<file path="src/rtl/piso_serializer_if.sv">
// piso_serializer_if: parallel-load / serial-out bus bundle.
// The master drives the word and strobes; the slave returns the line and status.
interface piso_serializer_if #(
  parameter int N = 10
);
  logic [N-1:0] d;
  logic         load;
  logic         ena;
  logic         q;
  logic         ready;
  logic         busy;
  logic         done;

  modport master (
    output d,
    output load,
    output ena,
    input  q,
    input  ready,
    input  busy,
    input  done
  );

  modport slave (
    input  d,
    input  load,
    input  ena,
    output q,
    output ready,
    output busy,
    output done
  );
endinterface

</file>
<file path="src/rtl/piso_serializer.sv">
// piso_serializer: MSB-first PISO transmitter paced by an ena strobe.
// Define PISO_PARITY_EN to append an even-parity bit after the LSB.
module piso_serializer #(
  parameter int N = 10
) (
  input  logic              clk,
  input  logic              rst,
  piso_serializer_if.slave  bus
);
  localparam int CW = $clog2(N + 2);
`ifdef PISO_PARITY_EN
  localparam int LAST = N;
`else
  localparam int LAST = N - 1;
`endif
  localparam logic [CW-1:0] CNT_LAST = CW'(LAST);

  typedef enum logic {
    IDLE,
    SHIFT
  } state_e;

  state_e        state_q, state_d;
  logic [N-1:0]  sr_q, sr_d;
  logic [CW-1:0] cnt_q, cnt_d;
  logic          done_q, done_d;
`ifdef PISO_PARITY_EN
  logic          par_q, par_d;
`endif

  always_ff @(posedge clk) begin
    if (rst) begin
      state_q <= IDLE;
      sr_q    <= '0;
      cnt_q   <= '0;
      done_q  <= 1'b0;
`ifdef PISO_PARITY_EN
      par_q   <= 1'b0;
`endif
    end else begin
      state_q <= state_d;
      sr_q    <= sr_d;
      cnt_q   <= cnt_d;
      done_q  <= done_d;
`ifdef PISO_PARITY_EN
      par_q   <= par_d;
`endif
    end
  end

  always_comb begin
    state_d = state_q;
    sr_d    = sr_q;
    cnt_d   = cnt_q;
    done_d  = 1'b0;
`ifdef PISO_PARITY_EN
    par_d   = par_q;
`endif
    unique case (state_q)
      IDLE: begin
        // ena in the load cycle is dropped so bit 0 gets a full strobe
        if (bus.load) begin
          sr_d    = bus.d;
          cnt_d   = '0;
          state_d = SHIFT;
`ifdef PISO_PARITY_EN
          par_d   = ^bus.d;
`endif
        end
      end
      SHIFT: begin
        if (bus.ena) begin
          sr_d  = {sr_q[N-2:0], 1'b0};
          cnt_d = cnt_q + CW'(1);
          if (cnt_q == CNT_LAST) begin
            state_d = IDLE;
            done_d  = 1'b1;
          end
        end
      end
      default: state_d = IDLE;
    endcase
  end

  logic shift_bit;
`ifdef PISO_PARITY_EN
  assign shift_bit = (cnt_q == CW'(N)) ? par_q : sr_q[N-1];
`else
  assign shift_bit = sr_q[N-1];
`endif

  assign bus.q     = (state_q == SHIFT) ? shift_bit : 1'b1;
  assign bus.ready = (state_q == IDLE);
  assign bus.busy  = (state_q == SHIFT);
  assign bus.done  = done_q;
endmodule

</file>
<file path="src/flat_wrapper.sv">
// flat-port wrapper written by rule: the top's interface ports become plain ports
module piso_serializer_flat 
#(
  parameter int N = 10
)
  (clk, rst, bus_d, bus_load, bus_ena, bus_q, bus_ready, bus_busy, bus_done);
  piso_serializer_if #(.N(N)) bus_i ();
  input  logic clk;
  input  logic rst;
  input wire logic [$bits(bus_i.d)-1:0] bus_d;
  input wire logic [$bits(bus_i.load)-1:0] bus_load;
  input wire logic [$bits(bus_i.ena)-1:0] bus_ena;
  output wire logic [$bits(bus_i.q)-1:0] bus_q;
  output wire logic [$bits(bus_i.ready)-1:0] bus_ready;
  output wire logic [$bits(bus_i.busy)-1:0] bus_busy;
  output wire logic [$bits(bus_i.done)-1:0] bus_done;
  assign bus_i.d = bus_d;
  assign bus_i.load = bus_load;
  assign bus_i.ena = bus_ena;
  assign bus_q = bus_i.q;
  assign bus_ready = bus_i.ready;
  assign bus_busy = bus_i.busy;
  assign bus_done = bus_i.done;
  piso_serializer #(.N(N)) u_core (.clk(clk), .rst(rst), .bus(bus_i));
endmodule
</file>
<file path="config.mk">
export PLATFORM = sky130hd
export DESIGN_NAME = piso_serializer_flat
export DESIGN_NICKNAME = d
export VERILOG_FILES = /design/src/rtl/piso_serializer_if.sv /design/src/rtl/piso_serializer.sv /design/src/flat_wrapper.sv
export SDC_FILE = /design/constraint.sdc
export NUM_CORES = 1
export LEC_CHECK = 0
export BUFFER_PORTS_ARGS = -buffer_cell sky130_fd_sc_hd__buf_4
export CORE_ASPECT_RATIO = 0.9
export CORE_MARGIN = 1
export CORE_UTILIZATION = 45
export CTS_CLUSTER_SIZE = 10
export DETAILED_ROUTE_END_ITERATION = 10
export HOLD_SLACK_MARGIN = 0.15
export PLACE_DENSITY = 0.68
export SYNTH_ARGS = -nofsm -noshare
export SYNTH_HDL_FRONTEND = slang
export SYNTH_SLANG_ARGS = --single-unit
</file>
<file path="constraint.sdc">
create_clock -name clk -period 1.6 [get_ports clk]
set_input_delay 0.08 -clock clk [delete_from_list [all_inputs] [get_ports clk]]
set_output_delay 0.08 -clock clk [all_outputs]
set_load 0.03 [all_outputs]
</file>
# Word-level counts from Yosys, hierarchy flattened
# Index checks and enable logic that the tools add are counted.
[totals]
output_inout_bits = 4
register_bits = 16
rom_bits = 0
in_bits = 14
mem_bits_rw = 0
n_memories = 0
word_cells = 24
latch_bits = 0
[classes]
n_lt_le_gt_ge = 0
mul = 0
addsub = 1
n_eq_ne = 3
n_bitwise = 2
mux = 12
n_shift = 0
div_mod_pow = 0
n_reduce_logical = 2
[op_table]
columns = ["op", "n"]
rows = [
  ["$mux W10", 2],
  ["$pmux W10 S2", 1],
  ["$mux W4", 2],
  ["$pmux W4 S2", 1],
  ["$mux W1", 5],
  ["$add A4 B1 Y4 const B", 1],
  ["$eq A4 B4 Y1 const B", 1],
  ["$ne A2 B2 Y1 const B", 2],
  ["$reduce_or A3 Y1", 1],
  ["$not A1 Y1", 2],
  ["$pmux W1 S2", 1],
  ["$reduce_and A2 Y1", 1],
]

# Logic depth before layout (Yosys ltp)
[logic_depth]
depth_word = 4
mapped_depth = 5
ltp_nobuf = 5

# Least setup slack after synthesis
# Ideal clock, no wire load.
[synth_path]
path_type = "flip-flop to flip-flop"
startpoint = "register u_core.state_q (netlist: u_core.bus.busy)"
endpoint = "register u_core.cnt_q[3]"
t_required_ns = 1.526
synth_period_minus_slack_ns = 1.345
setup_time_ns = 0.074
path_buffers = 1
path_stages_with_launch = 5
t_arrival_ns = 1.271
path_slack_ns = 0.255
path_cell_list = "dfxtp_1 > buf_6 > inv_4 > or3_1 > a31oi_1"
[synth_via]
elab_chain_cells = 3
word_cells_on_any_way = 5
classes_between = "eq/ne: 2; mux: 1; bitwise: 1; reduce/logical: 1"
[synth_lines]
columns = ["element", "line_no", "source"]
rows = [
  ["start, declared", "piso_serializer.sv:23", "state_e state_q, state_d;"],
  ["start signal, assigned", "piso_serializer.sv:41", "state_q <= state_d;"],
  ["$not A1 Y1 (no source line) *", "n/a", ""],
  ["named net bus_ready", "flat_wrapper.sv:14", "output wire logic [$bits(bus_i.ready)-1:0] bus_ready;"],
  ["$ne A2 B2 Y1 (no source line)", "n/a", ""],
  ["$reduce_and A2 Y1 (no source line)", "n/a", ""],
  ["end signal, assigned", "piso_serializer.sv:43", "cnt_q <= cnt_d;"],
  ["end, declared", "piso_serializer.sv:25", "logic [CW-1:0] cnt_q, cnt_d;"],
]
# Mark *: on every way through the listed nets, which the timed path passes. The rest lies on a longest branch.
# A chain may end at the register's enable or synchronous reset.

# Worst setup path in the final report
[layout_path]
startpoint = "input port bus_load"
endpoint = "register u_core.sr_q[2]"
[layout_via]
elab_chain_cells = 2
[layout_lines]
columns = ["element", "line_no", "source"]
rows = [
  ["start, declared", "flat_wrapper.sv:11", "input wire logic [$bits(bus_i.load)-1:0] bus_load;"],
  ["$ne A2 B2 Y1 (no source line)", "n/a", ""],
  ["$reduce_and A2 Y1 (no source line)", "n/a", ""],
  ["end signal, assigned", "piso_serializer.sv:42", "sr_q <= sr_d;"],
  ["end, declared", "piso_serializer.sv:24", "logic [N-1:0] sr_q, sr_d;"],
]
# Every way passes these cells.

==> impl_metrics.sql <==
INSERT INTO impl_metrics (metric_group, metric, value, unit) VALUES
('critical_path', 'worst-path-max-fanout', '19', ''),
('clock_network', 'clock_sink_count', '16', ''),
('power', 'power.density', '832', 'mW/mm²'),
('sta', 'final-max-slew-violation-count', '0', ''),
('clock_network', 'clkSlewWorstSetupHoldPaths', '0.08', 'ns'),
('drt', 'drtPass1Iterations', '4', ''),
('sta', 'min_period_over_period', '76.2', '%'),
('placement', 'placedInstanceArea', '925', 'µm²'),
('clock_network', 'ctsRootBufferMaster', 'clkbuf_4', ''),
('critical_path', 'critical-path-max-stage-delay', '0.54', 'ns'),
('clock_network', 'worstSkewPairLatency', '0.28', 'ns'),
('clock_network', 'cts_tree', 'yes', ''),
('sta', 'timing.max_slew.rel_slack', '83.5', '%'),
('final_layout', 'layout.cells.most_common', 'buf_4', ''),
('global_route', 'antenna_found_initial', '0', ''),
('clock_network', 'gates_resized_cts_repair', '0', ''),
('floorplanning', 'coreArea', '0.00155', 'mm²'),
('floorplanning', 'chipWidth', '46.2', 'µm'),
('critical_path', 'worst-endpoint-required', '1.76', 'ns'),
('clock_network', 'cts-buffers-inserted', '3', ''),
('critical_path', 'path_cells', 'dlygate4sd3_1, buf_4, mux2_4, nor2_1, a211oi_2', ''),
('critical_path', 'cell_with_the_biggest_individual_delay_on_the_critical_path', 'dlygate4sd3_1', ''),
('synthesis', 'combinational_family_with_the_most_area_after_synthesis', 'compound AO/OA/AOI/OAI gates', ''),
('floorplanning', 'num_io_pins', '18', ''),
('synthesis', 'synth_compound_gate_area_share', '21.6', '%'),
('synthesis', 'yosys.area_share.simple', '13.5', '%'),
('synthesis', 'yosysSeqAreaShare', '40.6', '%'),
('drt', 'via_count', '631', ''),
('critical_path', 'critical_path_arrival', '1.38', 'ns'),
('final_layout', 'finish.net_count', '117', ''),
('critical_path', 'timing.critical_path.to_type', 'flop', ''),
('critical_path', 'crit_path_start_kind', 'primary input', ''),
('synthesis', 'yosys_warnings', '0', ''),
('floorplanning', 'die_outline_area', '0.00193', 'mm²'),
('global_route', 'global_route.usage.total', '17.7', '%'),
('run_status', 'status', 'finished, final reports clean', ''),
('final_layout', 'layout.core_utilization', '63.9', '%'),
('flow_run', 'maxCapViolations', '0', ''),
('sta', 'fin_worst_skew', '0.00162', 'ns'),
('final_layout', 'syn_to_final_growth', '25.0', '%'),
('synthesis', 'post_synth_mux_area_share', '14.6', '%'),
('clock_network', 'postCtsSetupRepairBufs', '0', ''),
('clock_network', 'ctsLongestPathBuffers', '2', ''),
('drt', 'totalWireLength', '1470', 'µm'),
('synthesis', 'synthesis.area_per_instance', '10.3', 'µm²'),
('global_route', 'grt_max_degree', '20', ''),
('sta', 'fin_tns_setup', '0', 'ns'),
('clock_network', 'htreeDepth', '1', ''),
('synthesis', 'yosysTopAreaCell', 'dfxtp_1', ''),
('floorplanning', 'fp-row-count', '13', ''),
('sta', 'fmax', '820', 'MHz'),
('floorplanning', 'overall_die_height', '41.7', 'µm'),
('synthesis', 'synth_cell_types', '23', ''),
('sta', 'period_needed', '1.22', 'ns'),
('critical_path', 'path_class', 'in2reg', ''),
('sta', 'setup-violations-final', '0', ''),
('drt', 'routed_length_per_placed_instance', '12.2', 'µm'),
('synthesis', 'post-synth-top-area-fraction', '40.6', '%'),
('drt', 'postRouteAntennaNets', '0', ''),
('final_layout', 'layout.cell_area.non_filler', '987', 'µm²'),
('min_path', 'worstHoldPathType', 'in2reg', ''),
('synthesis', 'yosys.area_share.xor_xnor', '0', '%'),
('sta', 'worst-slew-pin-transition', '0.247', 'ns'),
('global_route', 'overflow', '0', ''),
('synthesis', 'netlist_area', '790', 'µm²'),
('placement', 'routabilityCongestion', '0.784', ''),
('synthesis', 'synth_nets', '93', ''),
('synthesis', 'synth_area_leaders', 'dfxtp_1, a211oi_2, mux2i_1', ''),
('sta', 'unrepaired_setup_endpoints_after_global_routing', 'false', ''),
('placement', 'hpwl', '1060', 'µm'),
('synthesis', 'synthAdderAreaFrac', '3.17', '%');
-- routing by layer --
| metal | track usage (%) | wire length [µm] | up-vias |
|---|---|---|---|
| met4 | 3.53 | 14 | 0 |
| met2 | 28.2 | 680 | 13 |
| met3 | 7.83 | 62 | 2 |
| met1 | 21.7 | 714 | 292 |
| li1 | - | - | 324 |
| met5 | 0 | 0 | - |
-- flip-flops by register name (all words and copies together), names as in the netlist --
name	count
u_core.bus.done	1
u_core.cnt_q	4
u_core.bus.busy	1
u_core.sr_q	10
-- worst max-delay path: cells and delay by family --
| family | cells | cell delay [ns] |
|---|---|---|
| and+or+nand+nor | 1 | 0.16 |
| AOI/OAI and AO/OA | 1 | 0.06 |
| muxes | 1 | 0.38 |
| buffers and inverters | 2 | 0.69 |
-- final timing paths --
kind	from	end	slack, ns	depth (start not counted)
min reg2reg	u_core.sr_q[9]	u_core.sr_q[9]	0.53	2
max reg2reg	u_core.bus.busy	u_core.sr_q[2]	0.42	3
min	bus_d[7]	u_core.sr_q[7]	0.17	3
max	bus_load	u_core.sr_q[2]	0.38	5
-- logic make-up after synthesis --
kind of cell,count (synthesis)
mux,11
fa+ha+maj,2
compound gates,17
simple gates,24
buf+inv,7
flops,16
-- per-stage QoR --
stage,std cells,power [W],setup WS (ns)
floorplan,77,0.000575,0.255
global placement,114,0.000619,0.485
detailed placement,114,0.000625,0.436
CTS,121,0.000832,0.382
global route,121,0.000871,0.322
finish,121,0.000821,0.381
-- Yosys cell counts --
master / n
a211oi_2: 10
a21oi_1: 2
a2bb2oi_1: 1
a31oi_1: 2
a32oi_1: 1
buf_2: 1
buf_6: 3
clkbuf_1: 1
dfxtp_1: 16
ha_1: 2
inv_1: 1
inv_4: 1
mux2_4: 1
mux2i_1: 10
nand2_1: 3
nand2b_1: 1
nand3_1: 1
nand3b_1: 1
nand4_1: 1
nor2_1: 13
nor3_1: 3
o21ai_1: 1
or3_1: 1
-- what timing repair did --
item                       4_1_cts  5_1_grt
hold endpoints to repair        13        0
setup endpoints to repair        0        0
hold buffers                     4        0
-- final cells by class --
| class | instances | area (µm²) |
|---|---|---|
| Clock buffer | 3 | 22.5 |
| Fill cell | 151 | 558 |
| Inverter | 2 | 10.0 |
| Multi-Input combinational cell | 54 | 417 |
| Sequential cell | 16 | 320 |
| Tap cell | 22 | 27.5 |
| Timing Repair Buffer | 24 | 190 |
-- report_power, final --
part           internal, W  switching (W)  total (W)
Combinational    0.0000890      0.0000918   0.000181
Sequential        0.000425      0.0000165   0.000441
Clock            0.0000873       0.000112   0.000199
Total             0.000601       0.000220   0.000821
Power figures use the tool's default switching activity.
